## config.mk

```make
export PLATFORM = sky130hd
export DESIGN_NAME = ex_stage
export DESIGN_NICKNAME = d
export VERILOG_FILES = /design/src/rtl/ex_stage.sv
export SDC_FILE = /design/constraint.sdc
export NUM_CORES = 1
export LEC_CHECK = 0
export CAP_MARGIN = 20
export CELL_PAD_IN_SITES_DETAIL_PLACEMENT = 0
export CELL_PAD_IN_SITES_GLOBAL_PLACEMENT = 1
export CORE_MARGIN = 3
export CORE_UTILIZATION = 42
export DETAILED_ROUTE_END_ITERATION = 8
export HOLD_SLACK_MARGIN = 0.06
export PLACE_DENSITY_LB_ADDON = 0.3
export SYNTH_ARGS = -nofsm -noshare
export SYNTH_HDL_FRONTEND = slang
export SYNTH_SLANG_ARGS = --single-unit
```

## constraint.sdc

```tcl
create_clock -name clk -period 8.6 [get_ports clk]
set_input_delay 1.72 -clock clk [delete_from_list [all_inputs] [get_ports clk]]
set_output_delay 1.72 -clock clk [all_outputs]
set_load 0.1 [all_outputs]
```

## src/rtl/ex_stage.sv

```systemverilog
// ex_stage: execute stage of the RV32I five-stage pipeline.
// Selects forwarded operands, runs the ALU, resolves branches and jumps
// (driving a same-cycle redirect to fetch) and registers the results
// into the EX/MEM pipeline register with hold and bubble control.

module ex_stage #(
    parameter int XLEN = 32
) (
    input  logic            clk,
    input  logic            rst,

    input  logic            stallM,
    input  logic            clrM,

    input  logic            RegwriteE,
    input  logic            MemwriteE,
    input  logic            alusrcE,
    input  logic            jalE,
    input  logic            jalrE,
    input  logic            branchE,
    input  logic            loadE,
    input  logic            storeE,
    input  logic [2:0]      resultsrcE,
    input  logic [2:0]      load_srcE,
    input  logic [1:0]      store_srcE,
    input  logic [3:0]      alucontrolE,
    input  logic [2:0]      funct3E,
    input  logic [XLEN-1:0] Rd1E,
    input  logic [XLEN-1:0] Rd2E,
    input  logic [XLEN-1:0] ImmextE,
    input  logic [XLEN-1:0] PcE,
    input  logic [XLEN-1:0] Pcplus4E,
    input  logic [4:0]      RdE,
    input  logic [1:0]      ForwardAE,
    input  logic [1:0]      ForwardBE,
    input  logic [XLEN-1:0] ResultW,

    output logic            PcsrcE,
    output logic [XLEN-1:0] PctargetE,

    output logic            RegwriteM,
    output logic            MemwriteM,
    output logic            loadM,
    output logic            storeM,
    output logic [2:0]      resultsrcM,
    output logic [2:0]      load_srcM,
    output logic [1:0]      store_srcM,
    output logic [XLEN-1:0] AluresultM,
    output logic [XLEN-1:0] WritedataM,
    output logic [XLEN-1:0] Pcplus4M,
    output logic [4:0]      RdM
);

    typedef enum logic [3:0] {
        ALU_ADD   = 4'b0000,
        ALU_SUB   = 4'b0001,
        ALU_AND   = 4'b0010,
        ALU_OR    = 4'b0011,
        ALU_XOR   = 4'b0100,
        ALU_SLL   = 4'b0101,
        ALU_SRL   = 4'b0110,
        ALU_SRA   = 4'b0111,
        ALU_SLT   = 4'b1000,
        ALU_SLTU  = 4'b1001,
        ALU_LUI   = 4'b1010,
        ALU_AUIPC = 4'b1011
    } alu_op_t;

    typedef enum logic [2:0] {
        BR_EQ  = 3'b000,
        BR_NE  = 3'b001,
        BR_LT  = 3'b100,
        BR_GE  = 3'b101,
        BR_LTU = 3'b110,
        BR_GEU = 3'b111
    } br_cond_t;

    logic [XLEN-1:0] src_a;
    logic [XLEN-1:0] write_data;
    logic [XLEN-1:0] src_b;
    logic [XLEN-1:0] alu_result;
    logic [4:0]      shamt;
    logic            lt_signed;
    logic            lt_unsigned;
    logic            cond_true;
    logic            br_lt_signed;
    logic            br_lt_unsigned;

    // Forward mux for operand A; the unused select code falls back to the register value.
    always_comb begin
        src_a = Rd1E;
        case (ForwardAE)
            2'b01:   src_a = ResultW;
            2'b10:   src_a = AluresultM;
            default: src_a = Rd1E;
        endcase
    end

    // Forward mux for operand B; this value is also the store data sent to MEM.
    always_comb begin
        write_data = Rd2E;
        case (ForwardBE)
            2'b01:   write_data = ResultW;
            2'b10:   write_data = AluresultM;
            default: write_data = Rd2E;
        endcase
    end

    assign src_b       = alusrcE ? ImmextE : write_data;
    assign shamt       = src_b[4:0];
    assign lt_signed   = $signed(src_a) < $signed(src_b);
    assign lt_unsigned = src_a < src_b;

    // ALU: all arithmetic wraps at 32 bits; reserved opcodes produce zero.
    always_comb begin
        alu_result = '0;
        case (alu_op_t'(alucontrolE))
            ALU_ADD:   alu_result = src_a + src_b;
            ALU_SUB:   alu_result = src_a - src_b;
            ALU_AND:   alu_result = src_a & src_b;
            ALU_OR:    alu_result = src_a | src_b;
            ALU_XOR:   alu_result = src_a ^ src_b;
            ALU_SLL:   alu_result = src_a << shamt;
            ALU_SRL:   alu_result = src_a >> shamt;
            ALU_SRA:   alu_result = $unsigned($signed(src_a) >>> shamt);
            ALU_SLT:   alu_result = {{(XLEN-1){1'b0}}, lt_signed};
            ALU_SLTU:  alu_result = {{(XLEN-1){1'b0}}, lt_unsigned};
            ALU_LUI:   alu_result = src_b;
            ALU_AUIPC: alu_result = PcE + src_b;
            default:   alu_result = '0;
        endcase
    end

    // Branch compares always use the forwarded register operands, never the immediate.
    assign br_lt_signed   = $signed(src_a) < $signed(write_data);
    assign br_lt_unsigned = src_a < write_data;

    // Branch condition evaluation; funct3 010/011 are not branches and never take.
    always_comb begin
        cond_true = 1'b0;
        case (br_cond_t'(funct3E))
            BR_EQ:   cond_true = (src_a == write_data);
            BR_NE:   cond_true = (src_a != write_data);
            BR_LT:   cond_true = br_lt_signed;
            BR_GE:   cond_true = ~br_lt_signed;
            BR_LTU:  cond_true = br_lt_unsigned;
            BR_GEU:  cond_true = ~br_lt_unsigned;
            default: cond_true = 1'b0;
        endcase
    end

    // Same-cycle redirect; jalr takes precedence and clears bit 0 of its target.
    always_comb begin
        PcsrcE = jalE | jalrE | (branchE & cond_true);
        if (jalrE) begin
            PctargetE = (src_a + ImmextE) & ~{{(XLEN-1){1'b0}}, 1'b1};
        end else begin
            PctargetE = PcE + ImmextE;
        end
    end

    // EX/MEM register: async clear on reset, bubble beats hold, otherwise capture.
    always_ff @(posedge clk or negedge rst) begin
        if (!rst) begin
            RegwriteM  <= 1'b0;
            MemwriteM  <= 1'b0;
            loadM      <= 1'b0;
            storeM     <= 1'b0;
            resultsrcM <= '0;
            load_srcM  <= '0;
            store_srcM <= '0;
            AluresultM <= '0;
            WritedataM <= '0;
            Pcplus4M   <= '0;
            RdM        <= '0;
        end else if (clrM) begin
            RegwriteM  <= 1'b0;
            MemwriteM  <= 1'b0;
            loadM      <= 1'b0;
            storeM     <= 1'b0;
            resultsrcM <= '0;
            load_srcM  <= '0;
            store_srcM <= '0;
            AluresultM <= '0;
            WritedataM <= '0;
            Pcplus4M   <= '0;
            RdM        <= '0;
        end else if (!stallM) begin
            RegwriteM  <= RegwriteE;
            MemwriteM  <= MemwriteE;
            loadM      <= loadE;
            storeM     <= storeE;
            resultsrcM <= resultsrcE;
            load_srcM  <= load_srcE;
            store_srcM <= store_srcE;
            AluresultM <= alu_result;
            WritedataM <= write_data;
            Pcplus4M   <= Pcplus4E;
            RdM        <= RdE;
        end
    end

endmodule

```

==> impl_metrics.csv <==
group,metric,value,unit
route,antenna_left,0,
place,dp_hpwl,87300,um
yosys,ys.flop_type,"dfrtp_1",
global_routing,grt_usage,42.4,%
layout,drive_gt1_share,7.08,%
route,viasPerCell,6.68,
route,dr.pass1.iters,9,
global_routing,grt_first_pass_wirelength,156000,um
layout,fill_cells,4305,
route,wl_per_cell,30.1,um
critical_path,crit_slowest_cell,"ha_2",
yosys,netlist_instances,2688,
critical_path,start_kind,"input port",
layout,final_cell_mix,"clkdlybuf4s50_1, nor2_1, nand2_1",
timing,slew_headroom,14.6,%
min_path,holdPathStages,2,
critical_path,reg2reg_to,"AluresultM[30]",
clock_tree,cts_tree,"yes",
die,die_area,49000,um2
critical_path,rrSetupSlack,3.38,ns
yosys,synthMuxAreaShare,9.82,%
timing,drv_slew,0,
critical_path,cp-startpoint,"ForwardAE[0]",
die,rows,78,
timing,finalHoldViolCount,0,
critical_path,worstPathCellList,"clkdlybuf4s50_1 -> inv_1 -> ha_2 -> nor2b_1 -> a21oi_1 -> and2_1 -> fa_1 -> a21o_1 -> a221oi_1 -> o211ai_1 -> nand2_1 -> o41ai_1 -> buf_4 -> a2bb2oi_1 -> a41o_1 -> o211ai_1 -> mux2i_1 -> a22oi_1 -> buf_12",
timing,rsz0062_at_grt,"false",
critical_path,cp_slowest_stage_delay,0.65,ns
yosys,synth_top_cell_by_area,"dfrtp_1",
die,io_pins,374,
clock_tree,clk-insertion-delay-late,0.48,ns
yosys,synth-compound-area-share,31.9,%
critical_path,crit_path_end_kind,"output port",
min_path,hold_class,"reg -> reg",
yosys,synth.distinct_cells,81,
yosys,synth_top_family_by_area,"compound AO/OA/AOI/OAI gates",
yosys,yosysWarnings,0,
route,drt_iter0_markers,3563,
global_routing,grt_pass1_vias,22800,
critical_path,timing.rr.start,"AluresultM[0]",
clock_tree,clock-sinks,113,
yosys,synth_area_per_cell,7.25,um2
pwr,ir_worst_vdd,0.000174,V
global_routing,gr-total-overflow,0,
critical_path,path_class,"in -> out",
timing,fin_crit_sh,98.0,%
clock_tree,cts_max_level,4,
die,die_width,221,um
layout,nNetsFinal,3467,
layout,multi_input_area,15500,um2
clock_tree,cts.root.buffer_cell,"clkbuf_16",
clock_tree,cts_buffers,17,
timing,layout_min_cycle_time,8.43,ns
status,status,"finished, final reports clean",
timing,skew,0.0178,ns
critical_path,r2r.worst_path.cells,18,
yosys,synthAdderAreaFrac,14.9,%
place,portBuffers,373,
clock_tree,cts_buffer_depth,2,
route,wl,109000,um
timing,setup_tns,0,ns
layout,syn_to_final_growth,27.5,%
layout,final_common_cell,"clkdlybuf4s50_1",
min_path,worstHoldStart,"Pcplus4M[30]",
place,globalplace.congestion,1.07,
global_routing,grt_max_degree,72,
yosys,synth_top_area_share,14.5,%
yosys,synthXorXnorAreaFrac,4.49,%
place,dp_cells,3590,
min_path,holdPathEnd,"Pcplus4M[30]",
critical_path,cp_max_fo,28,
yosys,synth_nets,3145,
run,cap_violations,0,
yosys,ys_seq_area_share,14.5,%
critical_path,crit_top_cell,"o211ai_1",
critical_path,required,6.88,ns
global_routing,grt_antenna_before_repair,1,
yosys,synth_area,19500,um2
route,vias,24200,
layout,seqCellArea,2830,um2
yosys,yosys.area_share.simple,18.4,%
clock_tree,cts_setup_buffers,0,
die,die_h,221,um
yosys,synth_async_sr_flop_share,100,%
yosys,ys_ff_latch,113,
die,core,45600,um2
yosys,synth.area.top_cells,"dfrtp_1, ha_1, mux2i_1, o21ai_0, nor2_1",
yosys,synth_edf_count,0,
route,drcViolationCount,0,
clock_tree,path_clk_slew,0.06,ns
timing,worst_slew_pin_slew,1.27,ns
timing,fmax,119,MHz
layout,stdcell_count,3624,
critical_path,cp.arrival,6.71,ns
timing,finalSetupViolCount,0,
pwr,leakagePower,11.0,nW
pwr,p_per_area,170,nW/um2
die,start_util,42.8,%
synth_stat cells (14+ instances only):
cell,instances
nor2b_1,24
nand2b_1,27
buf_2,29
o21ai_1,16
xnor2_1,57
or3_1,14
a221o_1,37
o21ai_0,239
xor2_1,43
nand2_1,291
mux2i_1,172
a22oi_1,62
a31oi_1,23
buf_1,17
nor3_1,46
dfrtp_1,113
clkbuf_1,110
a21oi_1,223
nand4_1,21
a221oi_1,29
mux2_2,15
nand3_1,31
o221ai_1,17
a21o_1,64
o21a_1,26
nor2_1,300
o2111ai_1,17
o211ai_1,47
a211oi_1,41
o22ai_1,14
and3_1,16
inv_1,114
ha_1,225
through the flow:
stage               power (mW)  utilization [%]  setup slack [ns]  instance area [um2]  hold slack, ns
floorplan                 2.42                -             0.171                19500           0.981
global placement          3.38             53.2             0.380                24200           0.496
detailed placement        3.39             53.2             0.247                24200           0.513
CTS                       4.16             54.5             0.234                24800           0.527
global route              4.39             54.5            0.0492                24800           0.537
finish                    4.23             54.5             0.171                24800           0.523
critical path: cells and delay by family:
family,cells,cell delay (ns)
muxes,1,0.11
and+or+nand+nor,3,0.62
buffers and inverters,4,0.96
AOI/OAI and AO/OA,9,2.21
adders and majority gates,2,1.09
how the worst max path moves through the flow:
stage,endpoint,depth (start not counted),slack [ns]
detailed placement,PcsrcE,18,0.25
CTS,PcsrcE,18,0.23
global route,PcsrcE,18,0.05
finish,PctargetE[30],19,0.17
floorplan,PctargetE[11],15,0.17
global placement,PcsrcE,17,0.38
state kept, by name (all words and copies together), names as in the netlist:
name,flops
store_srcM,2
RegwriteM,1
load_srcM,3
MemwriteM,1
resultsrcM,3
storeM,1
AluresultM,32
Pcplus4M,32
WritedataM,32
loadM,1
RdM,5
cells by family after synthesis:
logic type      Yosys count
flops                   113
mux                     188
simple gates            819
fa+ha+maj               229
compound gates          956
xor+xnor                100
buf+inv                 283
routing by layer:
layer	global-route usage, %	up-vias	part of all wire, %
met5	0	-	0
met4	17.5	0	5.0
met3	9.33	282	12
met2	64.6	1796	42
met1	58.0	11600	41
li1	-	10600	-
final cells by class:
cell class | count | share of cell area, %
Antenna cell | 1 | 0.0101
Clock buffer | 18 | 1.77
Tap cell | 600 | 3.02
Clock inverter | 14 | 0.619
Inverter | 117 | 1.79
Multi-Input combinational cell | 2292 | 62.5
Sequential cell | 113 | 11.4
Timing Repair Buffer | 469 | 18.9
what timing repair did:
item                       in CTS  in global routing
resized for setup               0                  1
setup endpoints to repair       0                  1
hold buffers                    0                  0
report_power, final:
part / leakage [nW] / switching (mW) / internal, mW
sequential: 1.52 / 0.0439 / 0.565
combinational: 9.22 / 1.91 / 0.951
clock: 0.284 / 0.326 / 0.437
(Power assumes the default switching activity.)
